## config.mk

```make
export PLATFORM = sky130hd
export DESIGN_NAME = dm_access_ctrl
export DESIGN_NICKNAME = d
export VERILOG_FILES = /design/src/rtl/dm_access_ctrl.sv
export SDC_FILE = /design/constraint.sdc
export NUM_CORES = 1
export LEC_CHECK = 0
export CELL_PAD_IN_SITES_DETAIL_PLACEMENT = 0
export CELL_PAD_IN_SITES_GLOBAL_PLACEMENT = 1
export CORE_UTILIZATION = 27
export CTS_CLUSTER_SIZE = 30
export DETAILED_ROUTE_END_ITERATION = 10
export PLACE_DENSITY = 0.89
export SETUP_SLACK_MARGIN = 0.05
export SYNTH_ARGS = -nofsm -noshare
export SYNTH_HDL_FRONTEND = slang
export SYNTH_SLANG_ARGS = --single-unit
```

## constraint.sdc

```tcl
create_clock -name clk -period 2.4 [get_ports clk]
set_input_delay 0.48 -clock clk [delete_from_list [all_inputs] [get_ports clk]]
set_output_delay 0.48 -clock clk [all_outputs]
set_load 0.05 [all_outputs]
```

## src/rtl/dm_access_ctrl.sv

```systemverilog
// rtl/dm_access_ctrl.sv - MEM-stage to word-wide SRAM load/store sequencer
//
// Ports:
//   clk, reset               clock, async active-high reset
//   req_valid/req_ready      one access per handshake; ready only when idle
//   req_op/req_addr/req_wdata MIPS opcode, byte address, right-aligned store data
//   resp_valid/resp_rdata/resp_err  completion pulse, extended load data, error flag
//   mem_en/mem_we/mem_addr/mem_wdata/mem_rdata  synchronous SRAM, 1-cycle read latency
//   mem_be                   byte strobes (only with DM_BYTE_STROBE_EN)
//
// Option: DM_BYTE_STROBE_EN - SRAM has byte strobes, so sub-word stores are
// single writes instead of read-modify-write.

module dm_access_ctrl #(
    parameter int ADDR_W = 32
) (
    input  logic              clk,
    input  logic              reset,
    input  logic              req_valid,
    output logic              req_ready,
    input  logic [5:0]        req_op,
    input  logic [ADDR_W-1:0] req_addr,
    input  logic [31:0]       req_wdata,
    output logic              resp_valid,
    output logic [31:0]       resp_rdata,
    output logic              resp_err,
    output logic              mem_en,
    output logic              mem_we,
    output logic [ADDR_W-3:0] mem_addr,
    output logic [31:0]       mem_wdata,
    input  logic [31:0]       mem_rdata
`ifdef DM_BYTE_STROBE_EN
    ,
    output logic [3:0]        mem_be
`endif
);

    localparam logic [5:0] OP_LW  = 6'b100011;
    localparam logic [5:0] OP_LH  = 6'b100001;
    localparam logic [5:0] OP_LHU = 6'b100101;
    localparam logic [5:0] OP_LB  = 6'b100000;
    localparam logic [5:0] OP_LBU = 6'b100100;
    localparam logic [5:0] OP_SW  = 6'b101011;
    localparam logic [5:0] OP_SH  = 6'b101001;
    localparam logic [5:0] OP_SB  = 6'b101000;

    typedef enum logic [2:0] {
        S_IDLE, S_WR, S_RD, S_MERGE, S_LDRET, S_ERR
    } state_t;

    // Sub-word stores: direct write with strobes, otherwise read first and merge.
`ifdef DM_BYTE_STROBE_EN
    localparam state_t SUBW_ST = S_WR;
`else
    localparam state_t SUBW_ST = S_RD;
`endif

    state_t            state, state_nxt;
    logic [5:0]        op_q;
    logic [ADDR_W-1:0] addr_q;
    logic [31:0]       wdata_q;

    always_ff @(posedge clk or posedge reset) begin
        if (reset) begin
            state   <= S_IDLE;
            op_q    <= 6'd0;
            addr_q  <= '0;
            wdata_q <= 32'd0;
        end else begin
            state <= state_nxt;
            if (state == S_IDLE && req_valid) begin
                op_q    <= req_op;
                addr_q  <= req_addr;
                wdata_q <= req_wdata;
            end
        end
    end

    // Decode straight from the request bus in IDLE; the latched copy is only
    // available from the following cycle.
    always_comb begin
        state_nxt = state;
        case (state)
            S_IDLE: begin
                if (req_valid) begin
                    case (req_op)
                        OP_SW:          state_nxt = (req_addr[1:0] != 2'b00) ? S_ERR : S_WR;
                        OP_LW:          state_nxt = (req_addr[1:0] != 2'b00) ? S_ERR : S_RD;
                        OP_SH:          state_nxt = req_addr[0] ? S_ERR : SUBW_ST;
                        OP_LH, OP_LHU:  state_nxt = req_addr[0] ? S_ERR : S_RD;
                        OP_SB:          state_nxt = SUBW_ST;
                        OP_LB, OP_LBU:  state_nxt = S_RD;
                        default:        state_nxt = S_ERR;
                    endcase
                end
            end
            S_RD:    state_nxt = (op_q == OP_SB || op_q == OP_SH) ? S_MERGE : S_LDRET;
            default: state_nxt = S_IDLE;
        endcase
    end

    // Lane selection shared by merge and load extension.
    logic [4:0]  bshift;
    logic [31:0] rd_shift;
    logic [31:0] lane_mask;
    logic [31:0] lane_data;
    logic [31:0] merged;
    logic [31:0] load_ext;
    logic [15:0] ld_half;

    always_comb begin
        bshift    = {addr_q[1:0], 3'b000};
        rd_shift  = mem_rdata >> bshift;
        ld_half   = addr_q[1] ? mem_rdata[31:16] : mem_rdata[15:0];
        if (op_q == OP_SH) begin
            lane_mask = addr_q[1] ? 32'hFFFF_0000 : 32'h0000_FFFF;
            lane_data = {2{wdata_q[15:0]}};
        end else begin
            lane_mask = 32'h0000_00FF << bshift;
            lane_data = {4{wdata_q[7:0]}};
        end
        merged = (mem_rdata & ~lane_mask) | (lane_data & lane_mask);
        case (op_q)
            OP_LB:   load_ext = {{24{rd_shift[7]}}, rd_shift[7:0]};
            OP_LBU:  load_ext = {24'd0, rd_shift[7:0]};
            OP_LH:   load_ext = {{16{ld_half[15]}}, ld_half};
            OP_LHU:  load_ext = {16'd0, ld_half};
            default: load_ext = mem_rdata;
        endcase
    end

    // Outputs depend only on registered state so reset clears them at once.
    always_comb begin
        req_ready  = 1'b0;
        resp_valid = 1'b0;
        resp_rdata = 32'd0;
        resp_err   = 1'b0;
        mem_en     = 1'b0;
        mem_we     = 1'b0;
        mem_addr   = '0;
        mem_wdata  = 32'd0;
`ifdef DM_BYTE_STROBE_EN
        mem_be     = 4'b0000;
`endif
        case (state)
            S_IDLE: req_ready = 1'b1;
            S_WR: begin
                mem_en     = 1'b1;
                mem_we     = 1'b1;
                mem_addr   = addr_q[ADDR_W-1:2];
                resp_valid = 1'b1;
`ifdef DM_BYTE_STROBE_EN
                if (op_q == OP_SW) begin
                    mem_wdata = wdata_q;
                    mem_be    = 4'b1111;
                end else if (op_q == OP_SH) begin
                    mem_wdata = lane_data;
                    mem_be    = addr_q[1] ? 4'b1100 : 4'b0011;
                end else begin
                    mem_wdata = lane_data;
                    mem_be    = 4'b0001 << addr_q[1:0];
                end
`else
                mem_wdata  = wdata_q;
`endif
            end
            S_RD: begin
                mem_en   = 1'b1;
                mem_addr = addr_q[ADDR_W-1:2];
            end
            S_MERGE: begin
                mem_en     = 1'b1;
                mem_we     = 1'b1;
                mem_addr   = addr_q[ADDR_W-1:2];
                mem_wdata  = merged;
                resp_valid = 1'b1;
            end
            S_LDRET: begin
                resp_valid = 1'b1;
                resp_rdata = load_ext;
            end
            S_ERR: begin
                resp_valid = 1'b1;
                resp_err   = 1'b1;
            end
            default: ;
        endcase
    end

endmodule

```

==> results of run 1 <==
==> critical path, stage by stage (launching register included) <==
cell and delay (ps):
dfrtp_1 410, mux4_2 580, and2_4 180, o21ai_4 210
buf_6 140, buf_12 150, nor2_4 40, buf_6 150
==> worst max-delay path by stage <==
stage	startpoint	endpoint	cells past startpoint
final	addr_q[1]	resp_rdata[22]	7
after global routing	op_q[4]	resp_rdata[1]	8
after CTS	op_q[4]	resp_rdata[0]	7
after detailed placement	mem_rdata[23]	resp_rdata[23]	7
after global placement	mem_rdata[23]	resp_rdata[23]	7
after floorplan	state[1]	resp_rdata[21]	7
==> synth_stat cells (2+ instances only) <==
| library cell | count | area [sq um] |
|---|---|---|
| nor3_1 | 2 | 10.0 |
| and3b_1 | 2 | 17.5 |
| clkbuf_1 | 20 | 75.1 |
| nor3b_1 | 2 | 15.0 |
| and2_1 | 31 | 194 |
| o21ai_1 | 2 | 10.0 |
| a2111oi_0 | 7 | 61.3 |
| a21oi_1 | 25 | 125 |
| o21ai_0 | 44 | 220 |
| nand3_1 | 2 | 10.0 |
| and4b_1 | 2 | 20.0 |
| nand2b_1 | 10 | 62.6 |
| nand2_1 | 216 | 811 |
| mux2i_1 | 25 | 250 |
| o22ai_1 | 2 | 12.5 |
| buf_6 | 2 | 22.5 |
| a211oi_1 | 2 | 15.0 |
| buf_2 | 15 | 75.1 |
| inv_1 | 4 | 15.0 |
| nor2_1 | 55 | 206 |
| mux2_2 | 7 | 78.8 |
| a22oi_1 | 16 | 120 |
| nand4b_1 | 7 | 61.3 |
| dfrtp_1 | 73 | 1830 |
| or3_1 | 7 | 43.8 |
==> logic make-up after synthesis <==
kind of cell           count (synthesis)  synth area share
and+or+nand+nor                      344             0.336
AOI/OAI and AO/OA                    107             0.143
DFF                                   73             0.400
buffers and inverters                 43            0.0436
muxes                                 33            0.0770
==> per-layer routing <==
layer	up-vias	share of wire	global-route usage
met2	261	0.48	0.367
met3	49	0.087	0.0657
li1	2538	-	-
met4	0	0.041	0.119
met5	-	0	0
met1	2577	0.39	0.269
==> state kept, by name, summed over array words and instances (netlist names) <==
register / cells
addr_q: 32
op_q: 6
state: 3
wdata_q: 32
==> where the power goes <==
| group | internal (W) | switching [W] |
|---|---|---|
| clock network | 0.000804 | 0.000558 |
| registers | 0.00155 | 0.000345 |
| logic | 0.00173 | 0.00206 |
==> area by class of cell <==
| class | count | area share |
|---|---|---|
| clock buffer | 9 | 0.0238 |
| tap | 220 | 0.0291 |
| inverter | 4 | 0.00159 |
| timing repair buffer | 290 | 0.386 |
| multi-input combinational | 484 | 0.359 |
| clock inverter | 7 | 0.00755 |
| sequential | 73 | 0.194 |
==> cell usage in the layout (no fill, tap or decap), types with 5 or more instances in the layout <==
master,count
a21oi_2,22
o21ai_0,16
buf_6,44
mux2i_1,6
a22oi_2,6
nand2_1,215
mux2i_2,8
mux2_2,7
mux2i_4,11
clkbuf_16,9
nand2b_1,10
nor2_1,27
a22oi_1,10
clkdlybuf4s50_1,100
dfrtp_1,71
buf_12,80
nand4b_1,7
buf_4,58
o21ai_2,16
nor2_4,18
o21ai_4,13
or3_4,5
and2_1,30
nor2_2,10
==> stage by stage <==
step                      TNS [ps]  hold WS (ps)  std cells
after global placement       -8700           449       1044
after global routing        -16400           487       1087
final                       -12580           462       1087
after detailed placement     -9060           454       1044
after floorplan             -13290           437        600
after CTS                    -8780           468       1080
==> what timing repair did <==
item / CTS / global route
pin swaps: 50 / 17
gates cloned: 3 / 2
setup buffers: 19 / 10
endpoints found under the setup margin: 64 / 94
gates resized for setup: 153 / 67
==> results.toml, run 1 <==
[yosys]
yosysSeqAreaShare = 0.400
synth_edf_count = 0
synth_cell_type_count = 45
synth_area_sq_um = 4570
syn_nets = 705
ys.flop_type = "dfrtp_1"
syn_inst = 600
yosys_warnings = 0
synth_area_per_cell_sq_um = 7.61
synth_seq_cells = 73
synthArstFlopShare = 1.00

[setup_path]
r2r-end = "op_q[0]"
cp_data_required_time_ps = 1920
reg2reg_setup_slack_ps = 570
cp-start-kind = "register"
path_max_fanout = 8
ff2ff_path_depth = 7
crit_type = "reg -> out"
reg2reg_from = "state[2]"
critPathArrivalTime_ps = 2220
cp-end-kind = "output port"

[timing]
fin_skew_ps = 5.19
setup-violations-final = 64
period_share = 1.12
finalHoldViolations = 0
worst_pin_slew_ps = 405
min_period_ps = 2700
slew_viol_final = 0
grt_setup_unrepaired = "true"
timing.slew.headroom = 0.730
setup_ws_ps = -297
max_freq_mhz = 371

[drt]
wl_mm = 19.9
dr.pass1.iters = 5
viasPerCell = 4.99
ant_nets = 0
drtIter0Drc = 291
via_count = 5425
post_drt_wl_per_cell_um = 18.3
route.detailed.drc = 0

[global_route]
grt_pass1_vias = 5401
grt_pass1_wl_mm = 30.2
antenna_found_initial = 0
grt_max_degree = 74
grt_use_total = 0.225
grt_overflow = 0

[place]
place.gp.congestion = 0.936
place_ws_ps = -392
portBuffers = 203
place_hpwl_mm = 13.8
place_area_sq_um = 8010

[clock_network]
cts_made_buffers = 9
cts.htree.levels = 3
clk_pin_slew_ps = 60
clk_latency_ps = 340
clockBufferDepth = 2
cts_hold_buf = 0
root_buffer = "clkbuf_16"
cts_tree = "yes"
cts_sinks = 73

[final_layout]
diodes = 0
finish.utilization = 0.572
ff_latch_area_sq_um = 1830
nFillCells = 1345
synthToLayoutAreaGrowth_pct = 107
design_area_sq_um = 9440
multi_input_area_sq_um = 3390
final_nets = 967
drive_gt1_frac = 0.401

[min_path]
hp-class = "reg -> reg"
hold_path_end = "addr_q[13]"
min_from = "addr_q[13]"
min_path_cells = 2

[die]
die_h_um = 132
die_x_um = 132
start_util = 0.276
dieArea_sq_um = 17400
rows = 47
io_pins = 204
fp.coreArea_sq_um = 16500

[outcome]
violations = "negative setup slack"
status = "finished with violations"

[pwr]
ir_worst_vdd_mv = 0.354
leakagePower_nw = 4.01
power_density_nw_per_um2 = 747
power.total_w = 0.00705

[job]
max_cap_violations = 0
Note: power is estimated with default switching activity, not from simulation.
==> run 2, diff against run 1 <==
--- a/config.mk
+++ b/config.mk
@@ -10,6 +10,7 @@
 export CORE_UTILIZATION = 27
 export CTS_CLUSTER_SIZE = 30
 export DETAILED_ROUTE_END_ITERATION = 10
+export GPL_ROUTABILITY_DRIVEN = 0
 export PLACE_DENSITY = 0.89
 export SETUP_SLACK_MARGIN = 0.05
 export SYNTH_ARGS = -nofsm -noshare
==> results of run 2 <==
Final layout, timing and power as in run 1 (identical DEF).
==> run 3, diff against run 2 <==
--- a/config.mk
+++ b/config.mk
@@ -7,11 +7,13 @@
 export LEC_CHECK = 0
 export CELL_PAD_IN_SITES_DETAIL_PLACEMENT = 0
 export CELL_PAD_IN_SITES_GLOBAL_PLACEMENT = 1
+export CORE_MARGIN = 2
 export CORE_UTILIZATION = 27
 export CTS_CLUSTER_SIZE = 30
 export DETAILED_ROUTE_END_ITERATION = 10
 export GPL_ROUTABILITY_DRIVEN = 0
 export PLACE_DENSITY = 0.89
+export REMOVE_ABC_BUFFERS = 1
 export SETUP_SLACK_MARGIN = 0.05
 export SYNTH_ARGS = -nofsm -noshare
 export SYNTH_HDL_FRONTEND = slang
==> results.toml, run 3 (synthesis gave the netlist of run 1 again) <==
[outcome]
status = "finished with violations"
violations = "negative setup slack"

[final_layout]
fin_cells = 1103
multi_input_area_sq_um = 3210
nFillCells = 1426
layout_commonest_cell = "nand2_1"
final_nets = 982
drive_gt1_frac = 0.375
synthToLayoutAreaGrowth_pct = 107
ff_latch_area_sq_um = 1830
top_regs = "addr_q (32), wdata_q (32), op_q (6)"
final_cell_mix = "nand2_1 (215), clkdlybuf4s50_1 (100), buf_12 (89)"

[place]
placed_cells_incl_taps = 1068
place_hpwl_mm = 14.5
portBuffers = 203

[timing]
timing.slew.headroom = 0.612
finalHoldViolations = 0
timing.hold.ws_ps = 463
setup-violations-final = 64
finalSetupTns_ps = -16240
setup_ws_ps = -398
worst_pin_slew_ps = 581
fin_skew_ps = 3.53
min_period_ps = 2800
grt_setup_unrepaired = "true"
period_share = 1.17
max_freq_mhz = 357
slew_viol_final = 0

[drt]
top_layer_used = "met4"
post_drt_wl_per_cell_um = 18.6
route.detailed.drc = 0
met3_length_mm = 1.41
viasPerCell = 4.97
drtIter0Drc = 382
wl_mm = 20.5
wl_met2_mm = 9.90
ant_nets = 0
dr.pass1.iters = 5
via_count = 5485
drt-met1-wl_mm = 8.40

[setup_path]
crit_chain = "or4b_4, buf_8, or3_4, a21oi_4, a2111oi_4, buf_12"
crit_type = "reg -> out"
critPathBufInv = 2
cp-end-kind = "output port"
cp-start-kind = "register"
reg2reg_setup_slack_ps = 510
cp_data_required_time_ps = 1920
critPathArrivalTime_ps = 2320
crit_family = "simple AND/OR/NAND/NOR gates"
slowest_delay_ps = 600
path_max_fanout = 5
critPathSlowestCell = "or4b_4"

[clock_network]
clk_pin_slew_ps = 60
cts.htree.levels = 3
root_buffer = "clkbuf_16"
cts_hold_buf = 0
cts_sinks = 73
clockBufferDepth = 2
cts_made_buffers = 9
clk_latency_ps = 340
cts_tree = "yes"

[global_route]
grt_max_degree = 44
grt_use_total = 0.228
grt_pass1_wl_mm = 31.7
antenna_found_initial = 2
grt_overflow = 0
grt_pass1_vias = 5723

[die]
die_x_um = 134
io_pins = 204
fp.coreArea_sq_um = 16600
dieArea_sq_um = 18000
die_h_um = 134
rows = 47
start_util = 0.275

[min_path]
hp-class = "reg -> reg"

[pwr]
power_density_nw_per_um2 = 732
ir_worst_vdd_mv = 0.397
leakagePower_nw = 4.07

[job]
max_cap_violations = 0
-- run 3: changes by cell type in the layout (fill, tap and decap cells not counted), sizes merged --
cell	before	now
buf	186	199
bufinv	1	0
clkbuf	9	14
clkinv	6	4
diode	0	2
inv	4	3
-- run 3: worst register-to-register path, delay by kind of cell, from the launching register on --
family	cells	cell delay, ps
buffers and inverters	4	740
DFF	1	370
and+or+nand+nor	4	720
-- run 3: power by group --
group          switching, W  leakage, nW  total (W)  internal, W
Sequential         0.000296        0.900    0.00185      0.00155
Clock              0.000532        0.126    0.00123     0.000694
Combinational       0.00208         3.04    0.00386      0.00178
-- run 3: area by class of cell --
class | instances | area share
diodes | 2 | 0.000528
clock buffers | 12 | 0.0250
clock inverters | 3 | 0.00198
inverters | 4 | 0.00172
multi-input cells | 484 | 0.339
flip-flops and latches | 73 | 0.193
well taps | 220 | 0.0291
repair buffers | 305 | 0.410
-- run 3: per-stage QoR --
stage                     worst slack [ps]  instance area, sq um   util  total power [W]
final                                 -398                  9470  0.571          0.00694
after CTS                             -422                  9170  0.553          0.00674
after global routing                  -445                  9470  0.571          0.00729
after global placement                -379                  8140  0.491          0.00494
after detailed placement              -408                  8140  0.491          0.00498
after floorplan                      -2730                  4380      -          0.00332
-- run 3: layer usage --
layer / track usage / vias up
met3: 0.0499 / 54
met2: 0.377 / 231
met5: 0 / -
met1: 0.286 / 2635
li1: - / 2565
met4: 0.104 / 0
-- run 3: path summary, 6_finish.rpt --
| path | startpoint | end | depth (start not counted) |
|---|---|---|---|
| max | op_q[4] | resp_rdata[4] | 6 |
| min | addr_q[31] | addr_q[31] | 2 |
| max reg2reg | state[1] | wdata_q[22] | 8 |
| min reg2reg | addr_q[31] | addr_q[31] | 2 |
| max in group asynchronous | reset | wdata_q[11] | 3 |
| min in group asynchronous | reset | addr_q[27] | 2 |
-- run 3: repair_timing --
item | CTS | global route
endpoints found under the setup margin | 94 | 94
pin swaps | 31 | 27
buffers inserted | 19 | 3
resized for setup | 165 | 74
gates cloned | 2 | 1
==> patch 1, RTL diff (flow settings as in run 3) <==
Build with the macro `DM_BYTE_STROBE_EN` defined.
--- a/src/rtl/dm_access_ctrl.sv
+++ b/src/rtl/dm_access_ctrl.sv
@@ -11,4 +11,6 @@
 // Option: DM_BYTE_STROBE_EN - SRAM has byte strobes, so sub-word stores are
 // single writes instead of read-modify-write.
+
+`define DM_BYTE_STROBE_EN
 
 module dm_access_ctrl #(
Check against the original RTL (old outputs only; new: mem_be): not equivalent (a bounded check fails within 4 cycles, from zero or initial values and one cycle with reset high).
==> patch 1 against run 3 <==
The flow still finishes with violations (negative setup slack). Critical endpoint is now mem_wdata[20]. First-iteration DRC count shrank 14%. Area after synthesis increased by 11%. Utilization shrank 4.4 points. Sequential cell count did not move. Worst setup slack improved by 0.079 ns. Routed wire length up 2.4%. Design area grew 3.4%. Die area grew 11%. Power increased by 8.8%.
==> patch 1: results (changes against run 3) <==
| Metric | Value |
|---|---|
| Setup WS post-layout | -0.319 ns (was -0.398 ns) |
| VDD IR max | 372 µV (was 397 µV) |
| Reg2Reg Depth | 9 (was 8) |
| Hold_ws | 0.463 ns (about the same) |
| Fill cells | 1640 (was 1426) |
| Detailed Place HPWL | 15000 µm (was 14500 µm) |
| Endpoints failing setup | 68 (was 64) |
| Highest Signal Layer | met5 (was met4) |
| Crit path capture | mem_wdata[20] (was resp_rdata[4]) |
| Clock Skews | 0.0109 ns (was 0.00353 ns) |
| Outcome | complete, but fails checks (unchanged) |
| P_leak | 0.00419 µW (was 0.00407 µW) |
| Arr. time, crit path | 2.24 ns (was 2.32 ns) |
| Met3 WL post-DR | 1570 µm (was 1410 µm) |
| DR WL/cell | 18.3 µm (was 18.6 µm) |
| Worst slack at placement | -0.364 ns (was -0.408 ns) |
| Pin count of the biggest net entering global routing | 51 (was 44) |
| Failing checks | negative setup slack (unchanged) |
| Slew headroom | 59.7% (was 61.2%) |
| Ant diodes | 0 (was 2) |
| Sequential area share after synthesis | 36.0% (was 40.0%) |
| Register area | 1830 µm² (about the same) |
| Final nets | 1010 (was 982) |
| GR Util met2 | 35.8% (was 37.7%) |
| Vias | 5811 (was 5485) |
| Top-area cell type share of the netlist area | 36.0% (was 40.0%) |
| M3 GR Usage | 5.84% (was 4.99%) |
| GRT met1 Usage | 26.1% (was 28.6%) |
| Int Power | 4410 µW (was 4030 µW) |
| Post-synthesis compound-gate area fraction | 20.3% (was 14.3%) |
| Pre-antenna DRT Iters | 4 (was 5) |
| Setup TNS | -12.21 ns (was -16.24 ns) |
| GR Util All Layers | 21.0% (was 22.8%) |
-- patch 1: repair_timing --
| action | 4_1_cts | 5_1_grt |
|---|---|---|
| pin swaps | 42 | 17 |
| hold buffers | 0 | 0 |
| gates resized for setup | 161 | 35 |
| endpoints found under the setup margin | 68 | 68 |
| buffers inserted | 13 | 7 |
| cloned | 4 | 0 |
-- patch 1: power groups by stage --
stage	clock network, µW	logic [µW]	registers (µW)
global route	1640	4360	1950
detailed placement	0	3430	1880
floorplan	0	1810	1850
CTS	1590	3950	1890
finish	1550	4100	1900
global placement	0	3390	1860
-- patch 1: critical path, delay by kind of cell (launching register included) --
kind	cells	cell delay (ns)
and+or+nand+nor	1	0.27
muxes	1	0.16
AOI/OAI and AO/OA	2	0.35
DFF	1	0.43
buffers and inverters	4	0.68
-- patch 1: layout make-up --
class,count,area share (%)
clock buffer,9,2.30
tap,234,2.99
multi-input combinational,530,37.0
clock inverter,7,1.21
inverter,5,0.243
sequential,73,18.7
timing repair buffer,286,37.6
==> patch 2, RTL diff (config.mk and constraints of run 3) <==
Without the edit above. Reset style: synchronous (`reset`), changed in one clocked block. Comments in the files are not updated.
--- a/src/rtl/dm_access_ctrl.sv
+++ b/src/rtl/dm_access_ctrl.sv
@@ -61,5 +61,5 @@
     logic [31:0]       wdata_q;
 
-    always_ff @(posedge clk or posedge reset) begin
+    always_ff @(posedge clk) begin
         if (reset) begin
             state   <= S_IDLE;
Formal check against the unedited RTL: differs if reset is asserted again (counterexample within 4 cycles, from zero or initial values and one cycle with reset high); with reset held inactive, the same outputs for 10 cycles.
==> patch 2 against run 3 <==
Count of clock-buffer cells in the layout shrank 1. The run ends with design-rule violations, negative setup slack left. Register-to-register slack gained 0.03 ns. Fmax grew 7.8%. Area after synthesis shrank 5.5%. Sequential cell count is the same. First-iteration DRC count shrank 38%. Design area shrank 3.0%. Routed wire length shrank 0.98%. Sequential share of layout area shrank 3.1 points. Worst setup slack gained 0.20 ns. Utilization grew 1.1 points.
Power is not compared: it rests on default switching activity, and its combinational part moved more than twofold at a synthesized area within 25%.
==> patch 2: results (changes against run 3) <==
| Metric | Value |
|---|---|
| Unique cell type count in the Yosys netlist | 52 (was 45) |
| Synth async-reset ratio | 0% (was 100%) |
| Synth Warn # | 0 (unchanged) |
| Clk buf depth | 2 (unchanged) |
| P_leak | about 0.0035 µW |
| Sequential area share after synthesis | 33.9% (was 40.0%) |
| DRC marker count from the first detailed-route iteration | 235 (was 382) |
| Clock Skews | 0.00819 ns (was 0.00353 ns) |
| Pre-antenna DRT Iters | 8 (was 5) |
| Layout cell share with drive strength beyond 1 | 39.0% (was 37.5%) |
| Failing checks | design-rule violations, negative setup slack (was negative setup slack) |
| Slew at the pin closest to its max-slew limit | 0.557 ns (was 0.581 ns) |
| Outcome | complete, but fails checks (unchanged) |
| CP delay by family, top | buffers and inverters (was simple AND/OR/NAND/NOR gates) |
| Pin count of the biggest net entering global routing | 71 (was 44) |
| Most frequent cells after synthesis | nand2_1, a21oi_1, dfxtp_1 (was nand2_1, dfrtp_1, nor2_1) |
| Initial antenna violation count | 0 (was 2) |
| Vias in the first global route | 5318 (was 5723) |
| Post-CTS sizing | 174 (was 165) |
| Setup TNS | -6.13 ns (was -16.24 ns) |
| Hold_ws | 0.448 ns (was 0.463 ns) |
| VDD IR max | 328 µV |
| Slowest stage delay, CP | 0.38 ns (was 0.60 ns) |
| Clock H-tree levels | 3 (unchanged) |
| Setup WS post-layout | -0.197 ns (was -0.398 ns) |
| Detailed Place HPWL | 13000 µm (was 14500 µm) |
| Port Buffers | 203 (unchanged) |
| Worst path slowest cell | dfxtp_4 (was or4b_4) |
| DR WL/cell | 18.9 µm (was 18.6 µm) |
| Vias | 5461 (was 5485) |
| HP Class | register to register (unchanged) |
| Arr. time, crit path | 2.12 ns (was 2.32 ns) |
| Drc violations | 1 (was 0) |
| Worst skew pair latency | 0.34 ns (about the same) |
| Final nets | 957 (was 982) |
| Post-CTS setup buffers | 23 (was 19) |
| Max Slew Vio Count | 0 (unchanged) |
| CTS buffer count | 9 (unchanged) |
| Fill cells | 1421 (was 1426) |
| Max FO, Critical Path | 5 (unchanged) |
| Endpoints failing setup | 64 (unchanged) |
| Clock root cell | clkbuf_16 (unchanged) |
| GR Util All Layers | 23.4% (was 22.8%) |
| Top cells by area, synth | dfxtp_1, nand2_1, a21oi_1 (was dfrtp_1, nand2_1, mux2i_1) |
| Biggest registers after layout | addr_q (32), wdata_q (32), op_q (6) (unchanged) |
| Ant diodes | 0 (was 2) |
| First-pass GRT wire length | 30000 µm (was 31700 µm) |
| Worst-path clk slew | 0.06 ns (about the same) |
| Reg2Reg Setup Slack | 0.54 ns (was 0.51 ns) |
## patch 2: metrics by stage
| stage | area, µm² | std cells | setup WS (ns) |
|---|---|---|---|
| after global placement | 7550 | 1021 | -0.296 |
| final | 9190 | 1073 | -0.197 |
| after detailed placement | 7550 | 1021 | -0.347 |
| after global routing | 9190 | 1073 | -0.237 |
| after CTS | 8840 | 1061 | -0.180 |
| after floorplan | 4110 | 548 | -0.876 |
## patch 2: kinds of logic after synthesis
logic type	after synthesis	synth area share (%)
AOI/OAI and AO/OA	168	25.2
muxes	26	6.52
and+or+nand+nor	277	29.2
buffers and inverters	49	5.22
DFF	73	33.9
## patch 2: routing by layer
| layer | vias to the layer above | track usage (%) | part of all wire [%] |
|---|---|---|---|
| li1 | 2584 | - | - |
| met1 | 2612 | 28.5 | 41 |
| met2 | 230 | 38.2 | 48 |
| met3 | 35 | 7.33 | 8.1 |
| met4 | 0 | 9.95 | 2.3 |
| met5 | - | 0 | 0 |
## patch 2: final cells by class
cell class                      instances  area [µm²]  area share (%)
Clock buffer                           11         233            2.53
Clock inverter                          5        56.3           0.613
Inverter                                4        15.0           0.163
Multi-Input combinational cell        471        3340            36.3
Sequential cell                        73        1490            16.2
Tap cell                              216         270            2.94
Timing Repair Buffer                  293        3790            41.3
## patch 2: final timing paths
kind	to	start	cells after the start
max	mem_wdata[15]	addr_q[1]	9
min	addr_q[28]	addr_q[28]	2
max reg2reg	wdata_q[3]	state[2]	6
min reg2reg	addr_q[28]	addr_q[28]	2
## patch 2: power by group
group | internal (µW) | leakage, µW | switching, µW | total [µW]
clock network | 804 | 0.000139 | 540 | 1340
logic | 690 | 0.00271 | 818 | 1510
registers | 1310 | 0.000605 | 82.5 | 1390
total | 2800 | 0.00345 | 1440 | 4240
